==> src/rtl/play_area_ctrl.sv <==
// Single-port owner of the play_area cell RAM: clear sweep, one-cycle video reads,
// and handshaked game reads/writes guarded against starvation by video traffic.
module play_area_ctrl #(
    parameter int WIDTH        = 80,
    parameter int HEIGHT       = 60,
    parameter int BIT_DEPTH    = 3,
    parameter int CLEAR_VALUE  = 0,
    parameter int STARVE_LIMIT = 255,
    localparam int XW = $clog2(WIDTH),
    localparam int YW = $clog2(HEIGHT)
) (
    input  logic                 i_clk,
    input  logic                 i_reset,
    input  logic                 i_clear_start,
    output logic                 o_clearing,
    input  logic                 i_vid_req,
    input  logic [XW-1:0]        i_vid_x,
    input  logic [YW-1:0]        i_vid_y,
    output logic                 o_vid_valid,
    output logic [BIT_DEPTH-1:0] o_vid_data,
    input  logic                 i_game_req,
    input  logic                 i_game_we,
    input  logic [XW-1:0]        i_game_x,
    input  logic [YW-1:0]        i_game_y,
    input  logic [BIT_DEPTH-1:0] i_game_wdata,
    output logic                 o_game_ack,
    output logic [BIT_DEPTH-1:0] o_game_rdata,
    output logic [XW-1:0]        o_mem_x,
    output logic [YW-1:0]        o_mem_y,
    output logic                 o_mem_we,
    output logic [BIT_DEPTH-1:0] o_mem_wdata,
    input  logic [BIT_DEPTH-1:0] i_mem_rdata
);

    localparam int SW = (STARVE_LIMIT > 0) ? $clog2(STARVE_LIMIT + 1) : 1;
    localparam logic [BIT_DEPTH-1:0] LP_CLEAR = BIT_DEPTH'(CLEAR_VALUE);

    typedef enum logic {S_CLEAR, S_RUN} state_t;

    state_t          r_state;
    logic [XW-1:0]   r_sweep_x;
    logic [YW-1:0]   r_sweep_y;
    logic [XW-1:0]   r_last_x;
    logic [YW-1:0]   r_last_y;
    logic [SW-1:0]   r_starve;
    logic            r_vid_valid;
    logic            r_vid_from_mem;
    logic            r_game_ack;

    logic w_run;
    logic w_game_pend;
    logic w_starve_fire;
    logic w_vid_issue;
    logic w_game_issue;

    // A game request whose ack is showing this cycle was issued last cycle; never reissue it.
    assign w_run         = (r_state == S_RUN);
    assign w_game_pend   = i_game_req && !r_game_ack;
    assign w_starve_fire = (STARVE_LIMIT != 0) && (r_starve == SW'(STARVE_LIMIT)) && w_game_pend;
    assign w_vid_issue   = w_run && i_vid_req && !w_starve_fire;
    assign w_game_issue  = w_run && w_game_pend && !w_vid_issue;

    always_comb begin
        o_mem_x     = r_last_x;
        o_mem_y     = r_last_y;
        o_mem_we    = 1'b0;
        o_mem_wdata = i_game_wdata;
        if (!w_run) begin
            o_mem_x     = r_sweep_x;
            o_mem_y     = r_sweep_y;
            o_mem_we    = 1'b1;
            o_mem_wdata = LP_CLEAR;
        end else if (w_vid_issue) begin
            o_mem_x = i_vid_x;
            o_mem_y = i_vid_y;
        end else if (w_game_issue) begin
            o_mem_x  = i_game_x;
            o_mem_y  = i_game_y;
            o_mem_we = i_game_we;
        end
    end

    always_ff @(posedge i_clk) begin
        if (i_reset) begin
            r_state        <= S_CLEAR;
            r_sweep_x      <= '0;
            r_sweep_y      <= '0;
            r_last_x       <= '0;
            r_last_y       <= '0;
            r_starve       <= '0;
            r_vid_valid    <= 1'b0;
            r_vid_from_mem <= 1'b0;
            r_game_ack     <= 1'b0;
        end else begin
            r_vid_valid    <= w_vid_issue || (!w_run && i_vid_req);
            r_vid_from_mem <= w_vid_issue;
            r_game_ack     <= w_game_issue;
            r_last_x       <= o_mem_x;
            r_last_y       <= o_mem_y;

            if (w_game_issue)
                r_starve <= '0;
            else if (w_run && w_game_pend && STARVE_LIMIT != 0)
                r_starve <= r_starve + SW'(1);

            // The sweep counter always wraps back to (0,0), so a later clear starts there.
            case (r_state)
                S_CLEAR: begin
                    if (r_sweep_x == XW'(WIDTH - 1)) begin
                        r_sweep_x <= '0;
                        if (r_sweep_y == YW'(HEIGHT - 1)) begin
                            r_sweep_y <= '0;
                            r_state   <= S_RUN;
                        end else begin
                            r_sweep_y <= r_sweep_y + YW'(1);
                        end
                    end else begin
                        r_sweep_x <= r_sweep_x + XW'(1);
                    end
                end
                S_RUN: begin
                    if (i_clear_start)
                        r_state <= S_CLEAR;
                end
                default: r_state <= S_CLEAR;
            endcase
        end
    end

    assign o_clearing   = (r_state == S_CLEAR);
    assign o_vid_valid  = r_vid_valid;
    assign o_vid_data   = r_vid_valid ? (r_vid_from_mem ? i_mem_rdata : LP_CLEAR) : '0;
    assign o_game_ack   = r_game_ack;
    assign o_game_rdata = r_game_ack ? i_mem_rdata : '0;

endmodule

==> config.mk <==
export PLATFORM = sky130hd
export DESIGN_NAME = play_area_ctrl
export DESIGN_NICKNAME = d
export VERILOG_FILES = /design/src/rtl/play_area_ctrl.sv
export SDC_FILE = /design/constraint.sdc
export NUM_CORES = 1
export LEC_CHECK = 0
export CORE_MARGIN = 5
export CORE_UTILIZATION = 35
export DETAILED_ROUTE_END_ITERATION = 10
export HOLD_SLACK_MARGIN = 0.1
export SLEW_MARGIN = 20
export SYNTH_ARGS = -nofsm -noshare
export SYNTH_HDL_FRONTEND = slang
export SYNTH_SLANG_ARGS = --single-unit
==> constraint.sdc <==
create_clock -name i_clk -period 2.1 [get_ports i_clk]
set_clock_uncertainty 0.15 [all_clocks]
set_input_delay 0.21 -clock i_clk [delete_from_list [all_inputs] [get_ports i_clk]]
set_output_delay 0.21 -clock i_clk [all_outputs]
set_load 0.005 [all_outputs]
== After elaboration in Yosys (flattened, before gate mapping) ==
Index checks and enable logic that the tools add are counted.

* Register bits: 38
* Logic and storage cells: 49

* Equal/unequal tests: 3
* Reduce and logical (&&, ||, !) cells: 14
* Bitwise operators: 1
* Muxes and demuxes: 19
* Add/subtract/negate cells: 3

{| class="wikitable"
|+ Operator list
! kind !! count
|-
| 2-to-1 mux 7 bit || 4
|-
| 2-to-1 mux 6 bit || 4
|-
| 2-to-1 mux 3 bit || 4
|-
| adder 8 x 1 -> 8 bit, second input constant || 1
|-
| equality test 8 bit, second input constant || 1
|-
| adder 7 x 1 -> 7 bit, second input constant || 1
|-
| equality test 7 bit, second input constant || 1
|-
| logical AND 1 bit || 7
|-
| adder 6 x 1 -> 6 bit, second input constant || 1
|-
| equality test 6 bit, second input constant || 1
|-
| 2-to-1 mux 1 bit || 6
|-
| logical NOT 1 bit || 4
|-
| case mux 1 bit (2 select lines) || 1
|-
| AND reduction 2 bit || 1
|-
| OR reduction 2 bit || 1
|-
| logical OR 1 bit || 1
|-
| inverter 1 bit || 1
|}

== Longest topological paths before layout ==
* Depth in word-level cells: 10
* Depth in mapped cells: 6

== Least setup slack after synthesis ==
Ideal clock, no wire load.

* Kind: register to output
* From: register r_starve[0]
* To: output port o_mem_x[6]
* Setup slack: 0.136 ns
* Path buffers: 0
* Data arrival time: 1.604 ns
* Cell stages (with the launch flop): 6
* Path through: dfxtp_1 ha_1 inv_1 o31a_1 or4_4 nand3_1

* Cells in the longest elaborated chain, start to end: 9

{| class="wikitable"
|+ Ends and longest elaborated chain
! element !! RTL line !! source
|-
| start, declared || 45 || <nowiki>logic [SW-1:0] r_starve;</nowiki>
|-
| start signal, assigned || 104 || <nowiki>r_starve <= r_starve + SW'(1);</nowiki>
|-
| equality test 8 bit (*) || 59 || <nowiki>assign w_starve_fire = (STARVE_LIMIT != 0) && (r_starve == SW'(STARVE_LIMIT)) && w_game_pend;</nowiki>
|-
| logical AND 1 bit (*) || 59 ||
|-
| logical NOT 1 bit (*) || 60 || <nowiki>assign w_vid_issue = w_run && i_vid_req && !w_starve_fire;</nowiki>
|-
| logical AND 1 bit (*) || 60 ||
|-
| logical NOT 1 bit || 61 || <nowiki>assign w_game_issue = w_run && w_game_pend && !w_vid_issue;</nowiki>
|-
| logical AND 1 bit || 61 ||
|-
| 2-to-1 mux 7 bit || 76 || <nowiki>end else if (w_game_issue) begin</nowiki>
|-
| 2-to-1 mux 7 bit (*) || 73 || <nowiki>end else if (w_vid_issue) begin</nowiki>
|-
| 2-to-1 mux 7 bit (*) || 68 || <nowiki>if (!w_run) begin</nowiki>
|-
| end, declared || 28 || <nowiki>output logic [XW-1:0] o_mem_x,</nowiki>
|}

Mark *: on every way between the ends. The rest lies on a longest branch, timed or not.

== Worst setup path after layout ==
* From: register r_game_ack, in the netlist o_game_ack
* To: output port o_mem_x[6]

* Cells in the longest elaborated chain, start to end: 10

{| class="wikitable"
|+ Ends and longest elaborated chain
! element !! RTL line !! source
|-
| start, declared || 48 || <nowiki>logic r_game_ack;</nowiki>
|-
| start signal, assigned || 97 || <nowiki>r_game_ack <= w_game_issue;</nowiki>
|-
| logical NOT 1 bit (*) || 58 || <nowiki>assign w_game_pend = i_game_req && !r_game_ack;</nowiki>
|-
| logical AND 1 bit (*) || 58 ||
|-
| logical AND 1 bit || 59 ||
|-
| logical NOT 1 bit || 60 ||
|-
| logical AND 1 bit || 60 ||
|-
| logical NOT 1 bit || 61 ||
|-
| logical AND 1 bit || 61 ||
|-
| 2-to-1 mux 7 bit || 76 ||
|-
| 2-to-1 mux 7 bit (*) || 73 ||
|-
| 2-to-1 mux 7 bit (*) || 68 ||
|}

Marked as above.

==> reports/results.tsv <==
stage	metric	value	unit
pwr	Int Pwr	1092	uW
pwr	sequential power share	0.510	
timing	Max Freq	0.4506	GHz
place	PortBufs	63	
setup_path	worst-path maximum fanout	5	
timing	Setup TNS	-0.8272	ns
pwr	Gate power share	0.113	
setup_path	crit path capture type	primary output	
logic_synthesis	post-synthesis cell type count	40	
detailed_routing	drt pass-1 iters	4	
pwr	Net Sw Power	353.2	uW
detailed_routing	Final ANT Viol Nets	0	
flow_run	max-cap viol count	0	
grt	initial antenna violation count	0	
grt	vias in the first global route	2121	
detailed_routing	Detailed Route WL	6631	um
pwr	Leak Pwr	0.001545	uW
pwr	total power	1446	uW
logic_synthesis	Yosys reg bits	38	
pwr	Clock power frac	0.377	
timing	final setup margin	-0.1192	ns
logic_synthesis	sequential-to-total area share from yosys stat	0.3579	
detailed_routing	DR DRC count	0	
clock_network	CTS tree	built	
cells_and_area	diode count	0	
pwr	switching share of power	0.2443	
clock_network	Root Driver	clkbuf_8	
cells_and_area	final std cells w/o fill	410	
die	starting density of the core	0.3590	
clock_network	CTS Buf Count	5	
die	total I/O pin count	64	
logic_synthesis	post-synthesis cell count	240	
timing	Final Hold Viols	0	
die	Die Ht	87.94	um
die	DIE AREA	7733	um2
run_status	outcome	finished with violations	
timing	WHS	0.3858	ns
clock_network	Worst-path clk slew	0.09	ns
setup_path	Critical Path AT	1.86	ns
grt	GRT Total Usage	0.1743	
logic_synthesis	Mapped Area	2126	um2
pwr	Pwr Density	418.9	nW/um2
timing	Slew headroom	0.6195	
run_status	failing checks	setup timing	
clock_network	Worst-Skew Late Latency	0.30	ns
logic_synthesis	Syn. warnings	0	
timing	Final setup viols	13	
clock_network	Max clock buf depth	2	
timing	RSZ-0062 raised after global routing	yes	
grt	largest net degree at the start of global routing	24	
detailed_routing	via count	2109	
grt	GRT overflow	0	
pwr	VDD IR max	0.2310	mV
place	post-DP HPWL	4572	um
place	Place WS	-0.5335	ns
setup_path	CP startpoint kind	flip-flop	
place	Placed Cells	395	
setup_path	Critical Path RT	1.74	ns
timing	post-route clock period utilization	1.057	
die	die width	87.94	um
logic_synthesis	Mean Syn Cell Area	8.857	um2
timing	Max Transition Viols Final	0	
cells_and_area	NumNets Final	375	
place	gpl congestion	0.7994	
detailed_routing	DR WL/cell	16.17	um
timing	worst slew pin tran	0.5696	ns
clock_network	hold_buf cts	0	
die	core area	5921	um2
timing	min Tclk post-route	2.219	ns
detailed_routing	vias per inst	5.144	
grt	first-pass GRT wire length	10450	um
die	Row Count	28	
clock_network	Clock Sink Count	38	
min_path	Worst Hold Class	flip-flop to flip-flop	
detailed_routing	Iteration-0 DRC Markers	68	
logic_synthesis	syn_nets	281	
clock_network	H-tree depth	2	
cells_and_area	Area growth syn-to-layout	62.33	%
setup_path	Setup CP Type	flip-flop to primary output	
cells_and_area	layout cell share with drive strength beyond 1	0.2985	
==> synthesized netlist by cell type, drive strengths merged <==
| library cell | number | share of area |
|---|---|---|
| and3b | 1 | 0.0041 |
| o311ai | 22 | 0.12 |
| nor3b | 2 | 0.0071 |
| or4 | 2 | 0.011 |
| xor2 | 7 | 0.029 |
| a21o | 1 | 0.0035 |
| clkbuf | 12 | 0.021 |
| mux2i | 12 | 0.057 |
| ha | 3 | 0.018 |
| nand3 | 10 | 0.024 |
| buf | 4 | 0.013 |
| and2 | 18 | 0.053 |
| nor2b | 13 | 0.038 |
| and4b | 3 | 0.014 |
| a211oi | 1 | 0.0035 |
| nand4b | 2 | 0.0082 |
| inv | 3 | 0.0053 |
| a21oi | 4 | 0.0094 |
| o21ai | 2 | 0.0047 |
| and3 | 5 | 0.015 |
| nand2 | 20 | 0.035 |
| nand4 | 5 | 0.018 |
| xnor2 | 10 | 0.041 |
| or3b | 1 | 0.0041 |
| o31a | 1 | 0.0041 |
| a31oi | 2 | 0.012 |
| nor2 | 25 | 0.044 |
| dfxtp | 38 | 0.36 |
| nand2b | 3 | 0.0088 |
| nor3 | 4 | 0.0094 |
| o31ai | 1 | 0.0035 |
| nor4 | 2 | 0.0059 |
| nand3b | 1 | 0.0035 |
==> per-stage QoR <==
stage | area, um2 | utilization
after floorplan | 2126 | -
after global placement | 3038 | 0.5131
after detailed placement | 3038 | 0.5131
after CTS | 3242 | 0.5475
after global routing | 3451 | 0.5828
final | 3451 | 0.5828
==> flip-flops by register name, indices dropped and copies added, names as in the netlist <==
name and count:
r_last_x 7, o_vid_valid 1, r_sweep_y 6, r_vid_from_mem 1, o_game_ack 1, r_starve 8
r_sweep_x 7, r_state 1, r_last_y 6
==> critical path, cell delays in order (launching register included) <==
cell	delay [ns]
dfxtp_2	0.33
nand4b_1	0.22
o31a_1	0.38
or4_4	0.46
nand3_2	0.09
buf_6	0.09
==> metal layers <==
layer | wire (um) | track usage
met3 | 356 | 0.04704
met2 | 3260 | 0.2870
met1 | 2905 | 0.2155
met4 | 109 | 0.06974
met5 | 0 | 0
==> repair_timing <==
action,in CTS,in global routing
setup endpoints to repair,14,17
resized for setup,79,35
buffers inserted,3,3
pin swaps,7,12
cloned,0,1
hold endpoints to repair,0,0
==> final cells by class <==
type / count / area, um2
clock inverters: 2 / 12.51
flip-flops and latches: 38 / 764.5
clock buffers: 6 / 82.58
repair buffers: 103 / 915.9
multi-input cells: 183 / 1570
well taps: 75 / 93.84
fillers: 531 / 2470
inverters: 3 / 11.26
==> kinds of logic after synthesis <==
family	Yosys count	synth area share
AND/OR/NAND/NOR	117	0.3025
adder cells (fa/ha/maj)	3	0.01766
AO/OA/AOI/OAI	34	0.1560
flip-flops	38	0.3579
multiplexers	12	0.05651
XOR/XNOR	17	0.07004
buffers and inverters	19	0.03943
==> cells in the final DEF, fill, tap and decap left out, types with 8 or more instances in the layout <==
cell	instances
nand2_1	20
clkdlybuf4s50_1	48
buf_4	29
nor2_1	25
mux2i_1	8
nor2b_1	13
o311ai_4	12
and2_1	18
xnor2_1	10
dfxtp_1	35
buf_2	12
buf_6	11
==> worst paths after layout <==
check	start	to	slack, ns	cells after the start
setup reg to reg	o_game_ack	r_last_x[6]	0.11	6
hold / removal	r_sweep_y[1]	r_sweep_y[1]	0.39	2
hold reg to reg	r_sweep_y[1]	r_sweep_y[1]	0.39	2
setup / recovery	o_game_ack	o_mem_x[6]	-0.12	5
==> power by group through the flow <==
stage / Combinational (uW) / Sequential (uW) / Clock [uW]
floorplan: 42.2 / 752 / 0
global placement: 140 / 753 / 0
detailed placement: 141 / 753 / 0
CTS: 147 / 736 / 560
global route: 175 / 738 / 586
finish: 164 / 737 / 545
Power figures use the tool's default switching activity.
